### config.mk
export PLATFORM = sky130hd
export DESIGN_NAME = pong_pattern_gen
export DESIGN_NICKNAME = d
export VERILOG_FILES = /design/src/rtl/pong_pkg.sv /design/src/rtl/pong_flash_ctr.sv /design/src/rtl/pong_pattern_gen.sv
export SDC_FILE = /design/constraint.sdc
export NUM_CORES = 1
export LEC_CHECK = 0
export CAP_MARGIN = 20
export CORE_ASPECT_RATIO = 0.5
export CORE_MARGIN = 10
export CORE_UTILIZATION = 51
export CTS_CLUSTER_SIZE = 24
export DETAILED_ROUTE_END_ITERATION = 10
export PLACE_DENSITY_LB_ADDON = 0.08
export SLEW_MARGIN = 15
export SYNTH_ARGS = -nofsm -noshare
export SYNTH_HDL_FRONTEND = slang
export SYNTH_SLANG_ARGS = --single-unit
export TNS_END_PERCENT = 10
### constraint.sdc
create_clock -name iVGA_CLK -period 5.9 [get_ports iVGA_CLK]
set_clock_uncertainty 0.1 [all_clocks]
set_input_delay 1.475 -clock iVGA_CLK [delete_from_list [all_inputs] [get_ports iVGA_CLK]]
set_output_delay 1.475 -clock iVGA_CLK [all_outputs]
set_load 0.01 [all_outputs]
### src/rtl/pong_pkg.sv
// pong_pkg: shared types and helpers for the Pong pixel generator.
//   level3_t      - colour as a per-channel "full intensity" triple
//   WHITE/CYAN/BLACK - the fixed object colours
//   region_e      - winning drawing region after priority resolution
//   resolve_region() - priority encoder over the S1 region flags
//   clamp_sub()   - saturating subtract used for the paddle tint
package pong_pkg;

  // One bit per channel: 1 means the channel is driven at LEVEL_MAX.
  typedef struct packed {
    logic r;
    logic g;
    logic b;
  } level3_t;

  localparam level3_t WHITE = 3'b111;
  localparam level3_t CYAN  = 3'b011;
  localparam level3_t BLACK = 3'b000;

  typedef enum logic [2:0] {
    REG_BLACK,
    REG_BORDER,
    REG_BALL,
    REG_PADDLE,
    REG_CENTRE
  } region_e;

  // Highest priority first: border bars, ball, paddles, centre line.
  function automatic region_e resolve_region(input logic border,
                                             input logic ball,
                                             input logic paddle,
                                             input logic centre);
    if (border)      return REG_BORDER;
    else if (ball)   return REG_BALL;
    else if (paddle) return REG_PADDLE;
    else if (centre) return REG_CENTRE;
    else             return REG_BLACK;
  endfunction

  // level - score, saturating at zero.
  function automatic logic [15:0] clamp_sub(input logic [15:0] level,
                                            input logic [15:0] score);
    return (score >= level) ? 16'd0 : (level - score);
  endfunction

endpackage

### src/rtl/pong_flash_ctr.sv
// pong_flash_ctr: per-paddle hit-flash frame counter.
//   i_clk, i_rst_n  - clock and asynchronous active-low reset
//   i_hit           - paddle hit pulse; reloads the counter with FLASH_FRAMES
//   i_frame_start   - frame pulse; counts down while nonzero
//   o_flashing      - high while the counter is nonzero
module pong_flash_ctr #(
  parameter int FLASH_FRAMES = 8,
  parameter int CNT_W        = $clog2(FLASH_FRAMES + 1)
) (
  input  logic i_clk,
  input  logic i_rst_n,
  input  logic i_hit,
  input  logic i_frame_start,
  output logic o_flashing
);

  logic [CNT_W-1:0] r_count;

  // A hit in the same cycle as a frame start reloads rather than decrements.
  always_ff @(posedge i_clk or negedge i_rst_n) begin
    if (!i_rst_n) begin
      r_count <= '0;
    end else if (i_hit) begin
      r_count <= CNT_W'(FLASH_FRAMES);
    end else if (i_frame_start && (r_count != '0)) begin
      r_count <= r_count - CNT_W'(1);
    end
  end

  assign o_flashing = (r_count != '0);

endmodule

### src/rtl/pong_pattern_gen.sv
// pong_pattern_gen: two-stage pixel colour generator for the Pong display.
//   iVGA_CLK, iRST_n        - pixel clock, asynchronous active-low reset
//   iVGA_X/iVGA_Y           - current pixel coordinate
//   iFrame_Start, iDashed   - frame pulse, dashed centre-line select
//   iBallX/iBallY           - ball centre
//   iPlatX/iPlatY/iPlatH    - flattened paddle top-left corners and heights
//   iScore, iHit            - points conceded and hit pulses per paddle
//   oRed/oGreen/oBlue       - pixel colour, two cycles after the coordinate
//   oValid                  - output is an active pixel of an armed frame
module pong_pattern_gen
  import pong_pkg::*;
#(
  parameter int COORD_W      = 10,
  parameter int COLOR_W      = 10,
  parameter int LEVEL_MAX    = 15,
  parameter int N_PADDLES    = 2,
  parameter int H_ACTIVE     = 640,
  parameter int V_ACTIVE     = 480,
  parameter int BORDER       = 5,
  parameter int BALL_R       = 5,
  parameter int PADDLE_W     = 10,
  parameter int SCORE_W      = 5,
  parameter int FLASH_FRAMES = 8
) (
  input  logic                           iVGA_CLK,
  input  logic                           iRST_n,
  input  logic [COORD_W-1:0]             iVGA_X,
  input  logic [COORD_W-1:0]             iVGA_Y,
  input  logic                           iFrame_Start,
  input  logic                           iDashed,
  input  logic [COORD_W-1:0]             iBallX,
  input  logic [COORD_W-1:0]             iBallY,
  input  logic [N_PADDLES*COORD_W-1:0]   iPlatX,
  input  logic [N_PADDLES*COORD_W-1:0]   iPlatY,
  input  logic [N_PADDLES*COORD_W-1:0]   iPlatH,
  input  logic [N_PADDLES*SCORE_W-1:0]   iScore,
  input  logic [N_PADDLES-1:0]           iHit,
  output logic [COLOR_W-1:0]             oRed,
  output logic [COLOR_W-1:0]             oGreen,
  output logic [COLOR_W-1:0]             oBlue,
  output logic                           oValid
);

  // One extra bit so that x+BALL_R, bx+BALL_R, px+W and py+H never wrap.
  localparam int XW = COORD_W + 1;
  localparam logic [XW-1:0]      BR   = XW'(BALL_R);
  localparam logic [XW-1:0]      PW   = XW'(PADDLE_W);
  localparam logic [COLOR_W-1:0] FULL = COLOR_W'(LEVEL_MAX);

  // ---------------- shadow registers ----------------
  logic [COORD_W-1:0]           r_ball_x, r_ball_y;
  logic [N_PADDLES*COORD_W-1:0] r_plat_x, r_plat_y, r_plat_h;
  logic [N_PADDLES*SCORE_W-1:0] r_score;
  logic                         r_dashed;
  logic                         r_armed;

  always_ff @(posedge iVGA_CLK or negedge iRST_n) begin
    if (!iRST_n) begin
      r_ball_x <= '0;
      r_ball_y <= '0;
      r_plat_x <= '0;
      r_plat_y <= '0;
      r_plat_h <= '0;
      r_score  <= '0;
      r_dashed <= 1'b0;
      r_armed  <= 1'b0;
    end else if (iFrame_Start) begin
      r_ball_x <= iBallX;
      r_ball_y <= iBallY;
      r_plat_x <= iPlatX;
      r_plat_y <= iPlatY;
      r_plat_h <= iPlatH;
      r_score  <= iScore;
      r_dashed <= iDashed;
      r_armed  <= 1'b1;
    end
  end

  // ---------------- S1: region flags ----------------
  logic [XW-1:0] w_x, w_y, w_bx, w_by;
  assign w_x  = {1'b0, iVGA_X};
  assign w_y  = {1'b0, iVGA_Y};
  assign w_bx = {1'b0, r_ball_x};
  assign w_by = {1'b0, r_ball_y};

  logic w_active, w_border, w_ball, w_centre;
  assign w_active = (w_x < XW'(H_ACTIVE)) && (w_y < XW'(V_ACTIVE));
  assign w_border = (w_y < XW'(BORDER)) || (w_y >= XW'(V_ACTIVE - BORDER));
  assign w_ball   = (w_x + BR > w_bx) && (w_x < w_bx + BR) &&
                    (w_y + BR > w_by) && (w_y < w_by + BR);
  // Dashes are 16 rows long, so y[4] alternates drawn/blank segments.
  assign w_centre = (w_x >= XW'(H_ACTIVE / 2 - 1)) &&
                    (w_x <= XW'(H_ACTIVE / 2 + 1)) &&
                    (!r_dashed || !iVGA_Y[4]);

  logic [N_PADDLES-1:0]         w_pad_hit;
  logic [N_PADDLES-1:0]         w_flashing;
  logic [N_PADDLES*COLOR_W-1:0] w_pad_g;

  genvar gi;
  generate
    for (gi = 0; gi < N_PADDLES; gi++) begin : g_paddle
      logic [XW-1:0] w_px, w_py, w_ph;
      assign w_px = {1'b0, r_plat_x[gi*COORD_W +: COORD_W]};
      assign w_py = {1'b0, r_plat_y[gi*COORD_W +: COORD_W]};
      assign w_ph = {1'b0, r_plat_h[gi*COORD_W +: COORD_W]};

      assign w_pad_hit[gi] = (w_x > w_px) && (w_x < w_px + PW) &&
                             (w_y > w_py) && (w_y < w_py + w_ph);

      assign w_pad_g[gi*COLOR_W +: COLOR_W] =
        COLOR_W'(clamp_sub(16'(LEVEL_MAX), 16'(r_score[gi*SCORE_W +: SCORE_W])));

      pong_flash_ctr #(
        .FLASH_FRAMES(FLASH_FRAMES)
      ) u_flash (
        .i_clk        (iVGA_CLK),
        .i_rst_n      (iRST_n),
        .i_hit        (iHit[gi]),
        .i_frame_start(iFrame_Start),
        .o_flashing   (w_flashing[gi])
      );
    end
  endgenerate

  logic                         r_s1_valid, r_s1_border, r_s1_ball, r_s1_centre;
  logic [N_PADDLES-1:0]         r_s1_pad, r_s1_flash;
  logic [N_PADDLES*COLOR_W-1:0] r_s1_g;

  // Tint and flash state travel with the pixel so a frame-start update
  // cannot change pixels already in flight.
  always_ff @(posedge iVGA_CLK or negedge iRST_n) begin
    if (!iRST_n) begin
      r_s1_valid  <= 1'b0;
      r_s1_border <= 1'b0;
      r_s1_ball   <= 1'b0;
      r_s1_centre <= 1'b0;
      r_s1_pad    <= '0;
      r_s1_flash  <= '0;
      r_s1_g      <= '0;
    end else begin
      r_s1_valid  <= w_active && r_armed;
      r_s1_border <= w_border;
      r_s1_ball   <= w_ball;
      r_s1_centre <= w_centre;
      r_s1_pad    <= w_pad_hit;
      r_s1_flash  <= w_flashing;
      r_s1_g      <= w_pad_g;
    end
  end

  // ---------------- S2: priority resolve ----------------
  region_e              w_region;
  level3_t              w_lvl;
  logic                 w_sel_flash;
  logic [COLOR_W-1:0]   w_sel_g;
  logic [COLOR_W-1:0]   w_r, w_g, w_b;

  always_comb begin
    w_region    = resolve_region(r_s1_border, r_s1_ball, |r_s1_pad, r_s1_centre);
    w_sel_flash = 1'b0;
    w_sel_g     = '0;
    // Walk downward so the lowest-index overlapping paddle is the last write.
    for (int k = N_PADDLES - 1; k >= 0; k--) begin
      if (r_s1_pad[k]) begin
        w_sel_flash = r_s1_flash[k];
        w_sel_g     = r_s1_g[k*COLOR_W +: COLOR_W];
      end
    end
    case (w_region)
      REG_BORDER, REG_CENTRE: w_lvl = WHITE;
      REG_BALL:               w_lvl = CYAN;
      default:                w_lvl = BLACK;
    endcase
    w_r = w_lvl.r ? FULL : '0;
    w_g = w_lvl.g ? FULL : '0;
    w_b = w_lvl.b ? FULL : '0;
    if (w_region == REG_PADDLE) begin
      w_r = FULL;
      w_g = w_sel_flash ? FULL : w_sel_g;
      w_b = w_sel_flash ? FULL : w_sel_g;
    end
    if (!r_s1_valid) begin
      w_r = '0;
      w_g = '0;
      w_b = '0;
    end
  end

  always_ff @(posedge iVGA_CLK or negedge iRST_n) begin
    if (!iRST_n) begin
      oRed   <= '0;
      oGreen <= '0;
      oBlue  <= '0;
      oValid <= 1'b0;
    end else begin
      oRed   <= w_r;
      oGreen <= w_g;
      oBlue  <= w_b;
      oValid <= r_s1_valid;
    end
  end

endmodule

## Word level (Yosys, flattened, before mapping)

Index checks and enable logic that the tools add are counted.

- Output and inout bits: 31
- Register bits: 159
- Input bits: 116
- Logic and storage cells: 107

- $lt $le $gt $ge: 20
- Multiplexer cells: 25
- Equal/unequal tests: 4
- Add/sub/neg operators: 12
- Reduce and logical (&&, ||, !) cells: 25

Operator list:

| cell | count |
|---|---|
| two-way mux 10 bit | 10 |
| < comparator 10 x 11 -> 1 bit | 6 |
| adder 10 x 3 -> 11 bit, second input constant | 4 |
| greater-than comparator 10 bit | 4 |
| two-way mux 4 bit | 8 |
| adder 10 x 10 -> 11 bit | 2 |
| adder 10 x 4 -> 11 bit, second input constant | 2 |
| greater-than comparator 11 x 10 -> 1 bit | 2 |
| >= comparator 10 x 9 -> 1 bit, second input constant | 2 |
| logical AND 1 bit | 15 |
| two-way mux 3 bit | 4 |
| subtractor 4 x 5 -> 6 bit, first input constant | 2 |
| >= comparator 5 x 4 -> 1 bit, second input constant | 2 |
| <= comparator 10 x 9 -> 1 bit, second input constant | 1 |
| < comparator 10 bit, second input constant | 1 |
| < comparator 10 x 3 -> 1 bit, second input constant | 1 |
| < comparator 10 x 9 -> 1 bit, second input constant | 1 |
| nonzero test 4 bit | 2 |
| subtractor 4 x 1 -> 4 bit, second input constant | 2 |
| == test 3 x 2 -> 1 bit, second input constant | 2 |
| case mux 3 bit (2 select lines) | 1 |
| nonzero test 2 bit | 2 |
| OR reduction 2 bit | 2 |
| == test 3 x 1 -> 1 bit, second input constant | 1 |
| other kinds (4) | 7 |

## Depth between registers and ports, before layout

- Depth after elaboration: 10
- Mapped depth: 13
- Mapped depth without buffers: 13

## Modules after synthesis

From an unflattened synthesis, not the netlist that was laid out.

- Cell total of the unflattened synthesis: 969
- Area, all modules: 9067.4 um^2

By module, submodules not included:

| module | cells an instance | instances | seq. area each (um^2) | area an instance (um^2) |
|---|---|---|---|---|
| pong_pattern_gen | 921 | 1 | 2927.8 | 8599.5 |
| pong_flash_ctr | 24 | 2 | 100.1 | 234.0 |

## Least setup slack after synthesis

OpenSTA, ideal clock, no wires.

- Path type: input-to-reg
- Start: input port iVGA_X[0]
- End: register r_s1_ball
- Path buffers: 0
- Slack: 2423 ps
- Arrival: 3257 ps
- Stages: 10
- Required time: 5680 ps
- Cell sequence: ha_1 > o21ai_0 > xnor2_1 > ha_1 > nand4_1 > a21oi_1 > a2111oi_0 > o21ai_1 > a32o_1 > and4_1

- Cells in the longest elaborated chain, start to end: 5
- Elaborated cells on any way between the ends: 6

RTL lines:

| item | RTL line | source |
|---|---|---|
| start: declaration | pong_pattern_gen.sv:27 | `input logic [COORD_W-1:0] iVGA_X,` |
| adder 10 x 3 -> 11 bit | pong_pattern_gen.sv:89 | `assign w_ball = (w_x + BR > w_bx) && (w_x < w_bx + BR) &&` |
| greater-than comparator 11 x 10 -> 1 bit | pong_pattern_gen.sv:89 |  |
| logical AND 1 bit * (2 in a row) | pong_pattern_gen.sv:89 |  |
| logical AND 1 bit * | pong_pattern_gen.sv:90 | `(w_y + BR > w_by) && (w_y < w_by + BR);` |
| via w_ball | pong_pattern_gen.sv:86 | `logic w_active, w_border, w_ball, w_centre;` |
| end signal: assignment | pong_pattern_gen.sv:144 | `r_s1_ball <= w_ball;` |
| end: declaration | pong_pattern_gen.sv:126 | `logic r_s1_valid, r_s1_border, r_s1_ball, r_s1_centre;` |

The timed path passes the listed nets; every way through them passes the cells marked *.
A chain may end at the register's enable or synchronous reset.

## Worst setup path after layout

- Start: input port iVGA_X[2]
- End: register r_s1_ball

Same word-level chain as after synthesis.

==> metrics.txt <==
status completed; antenna-violating nets left 0; setup bufs post-CTS 0; ANT cells 0; DP HPWL 18.0 mm; fin crit share 69.0%; Port Buffers 140; Post-synth EDFFs 0; Max Freq 246 MHz; Worst Tran Pin Value 645 ps; count of pins over their slew limit 0; Worst EP required 6110 ps; die height 114 um; Die ar. 0.0237 mm^2; worst r2r src r_plat_y[0]; CTS Buf Count 17; Clock Path Buffers 2; # fillers 1,484; Worst Setup SP iVGA_X[2]; dpl cell area 0.0105 mm^2; core area 0.0174 mm^2; CP max FO 12; Distinct cells, synth 58; die width 208 um; total grt overflow 0; drt initial violations 446; per-cell routed wire length 17.2 um; Nets 1,357; I/O pin cnt 147; # rows 34; Max Cap Viol 0; first-pass GRT wire length 38.2 mm; Power Dens Cells 258 mW/mm^2; Worst Path Arrival 4280 ps; setup TNS 0 ps; ys async rst share 100%; largest net degree at the start of global routing 62; sequential element share of the synthesized area 34.7%; number of global-route vias before repair 7,567; setup violators final 0; final std cells w/o fill 1,337; CTS tree done; Layout area overhead 22.7%; # hold bufs at CTS 0; router iterations before antenna repair 5; Rel. slew slack 57.0%; CTS root buf clkbuf_16; critical setup path kind in2reg; Finished Cell Area 0.0111 mm^2; Syn Inst Count 964; Placer Congestion 0.906; Initial Utilization 51.9%; final hold violation count 0; leakage power 5.02 nW; mapped cell area 0.00901 mm^2; htree depth 4; synthesis warning total 0; worst vdd ir 0.000178 V; most common cell after layout, fill and taps aside ha_1; via count 7,241; initial antenna violation count 0; hold crit path type reg2reg; crit end category flop; Synth Flop Type dfrtp_1; wirelength, routed 23.1 mm; clk_lat worst skew 420 ps; DP Cell Count 1,305; kind of launch point of the worst setup path primary input; residual DRC count 0; most frequent cells in the layout ha_1 (149), clkdlybuf4s50_1 (138), dfrtp_1 (125), nand2_1 (86), o21ai_0 (81); crit path time final 4070 ps; Worst-path clk slew 60 ps; Post-Syn Area per Cell 9.35 um^2; Total Routing Usage GR 19.6%; post-cts repair resize count 0; post-DR vias/cell 5.42; Yosys reg bits 125; RSZ-0062 raised after global routing false; layout cell share with drive strength beyond 1 7.62%; min-delay src r_score[8]; clock sinks 125
==> metrics by stage <==
stage / total power (W) / setup WS (ps) / util (%) / hold WS (ps)
2_1_floorplan: 0.00158 / 2420 / - / 279
3_3_place_gp: 0.00183 / 1440 / 60.5 / 308
3_5_place_dp: 0.00186 / 1440 / 60.5 / 308
4_1_cts: 0.00287 / 1860 / 63.7 / 313
5_1_grt: 0.00304 / 1610 / 63.7 / 334
6_report: 0.00285 / 1830 / 63.7 / 316
==> registers in the layout, summed over array words and instances, names as in the netlist, 8 cells and up <==
signal                    flops
r_plat_h                     20
r_plat_x                     20
r_plat_y                     20
r_ball_x                     10
r_ball_y                     10
r_s1_g                       10
r_score                      10
g_paddle.u_flash.r_count      8
==> area by class of cell <==
class,instances,area (um^2),share of cell area (%)
multi-input cells,718,5340,48.3
flip-flops and latches,125,3130,28.3
repair buffers,144,1430,12.9
clock buffers,17,425,3.85
inverters,84,315,2.85
well taps,234,293,2.65
clock inverters,15,128,1.15
==> cell families after synthesis <==
group | synth area share [%]
multiplexers | 4.37
XOR/XNOR | 6.51
buffers and inverters | 6.33
adder cells (fa/ha/maj) | 21.1
AND/OR/NAND/NOR | 12.4
flip-flops | 34.7
other | 0.0416
AO/OA/AOI/OAI | 14.5
==> metal layers <==
layer  part of all wire, %  global-route usage, %  wire [um]  up-vias
li1                      -                      -          -     3622
met4                   1.0                   4.37        233        0
met3                   4.4                   4.64       1010       17
met5                     0                      0          0        -
met1                    47                   25.1      10800     3478
met2                    48                   33.3      11000      124
==> critical path, stage by stage <==
cell	delay, ps
clkdlybuf4s50_1	670
a21oi_1	440
nor2_1	110
xor2_1	150
ha_1	310
nand4_1	120
a21oi_1	50
a2111oi_0	410
o21ai_1	100
a32o_1	240
and4_1	190
==> where the power goes <==
| part | leakage (nW) | internal (W) | switching (W) |
|---|---|---|---|
| sequential | 1.51 | 0.000943 | 0.0000651 |
| combinational | 3.25 | 0.000400 | 0.000446 |
| clock | 0.262 | 0.000551 | 0.000442 |
| total | 5.02 | 0.00189 | 0.000953 |
==> Yosys cell counts (7+ instances only) <==
master,number,area [um^2]
xnor2_1,48,420
nand2_1,86,323
nor2_1,57,214
nand3_1,18,90.1
inv_1,79,297
nand4_1,15,93.8
clkbuf_1,19,71.3
a21o_1,11,82.6
o21ai_0,81,405
o21ai_1,9,45.0
mux2_2,35,394
nor3_1,26,130
buf_4,24,180
dfrtp_1,125,3130
a21oi_1,51,255
xor2_1,19,166
o21a_1,7,52.6
ha_1,149,1860
a211oi_1,11,82.6
==> worst paths after layout <==
check                          endpoint  slack (ps)  depth (start not counted)
setup reg to reg            r_s1_pad[0]        2320                         13
hold reg to reg              r_s1_g[13]         320                          1
hold / removal               r_s1_g[13]         320                          1
max in group asynchronous  r_plat_x[19]        3770                          2
setup / recovery              r_s1_ball        1830                         11
min in group asynchronous    r_score[1]         950                          1
(Power assumes the default switching activity.)
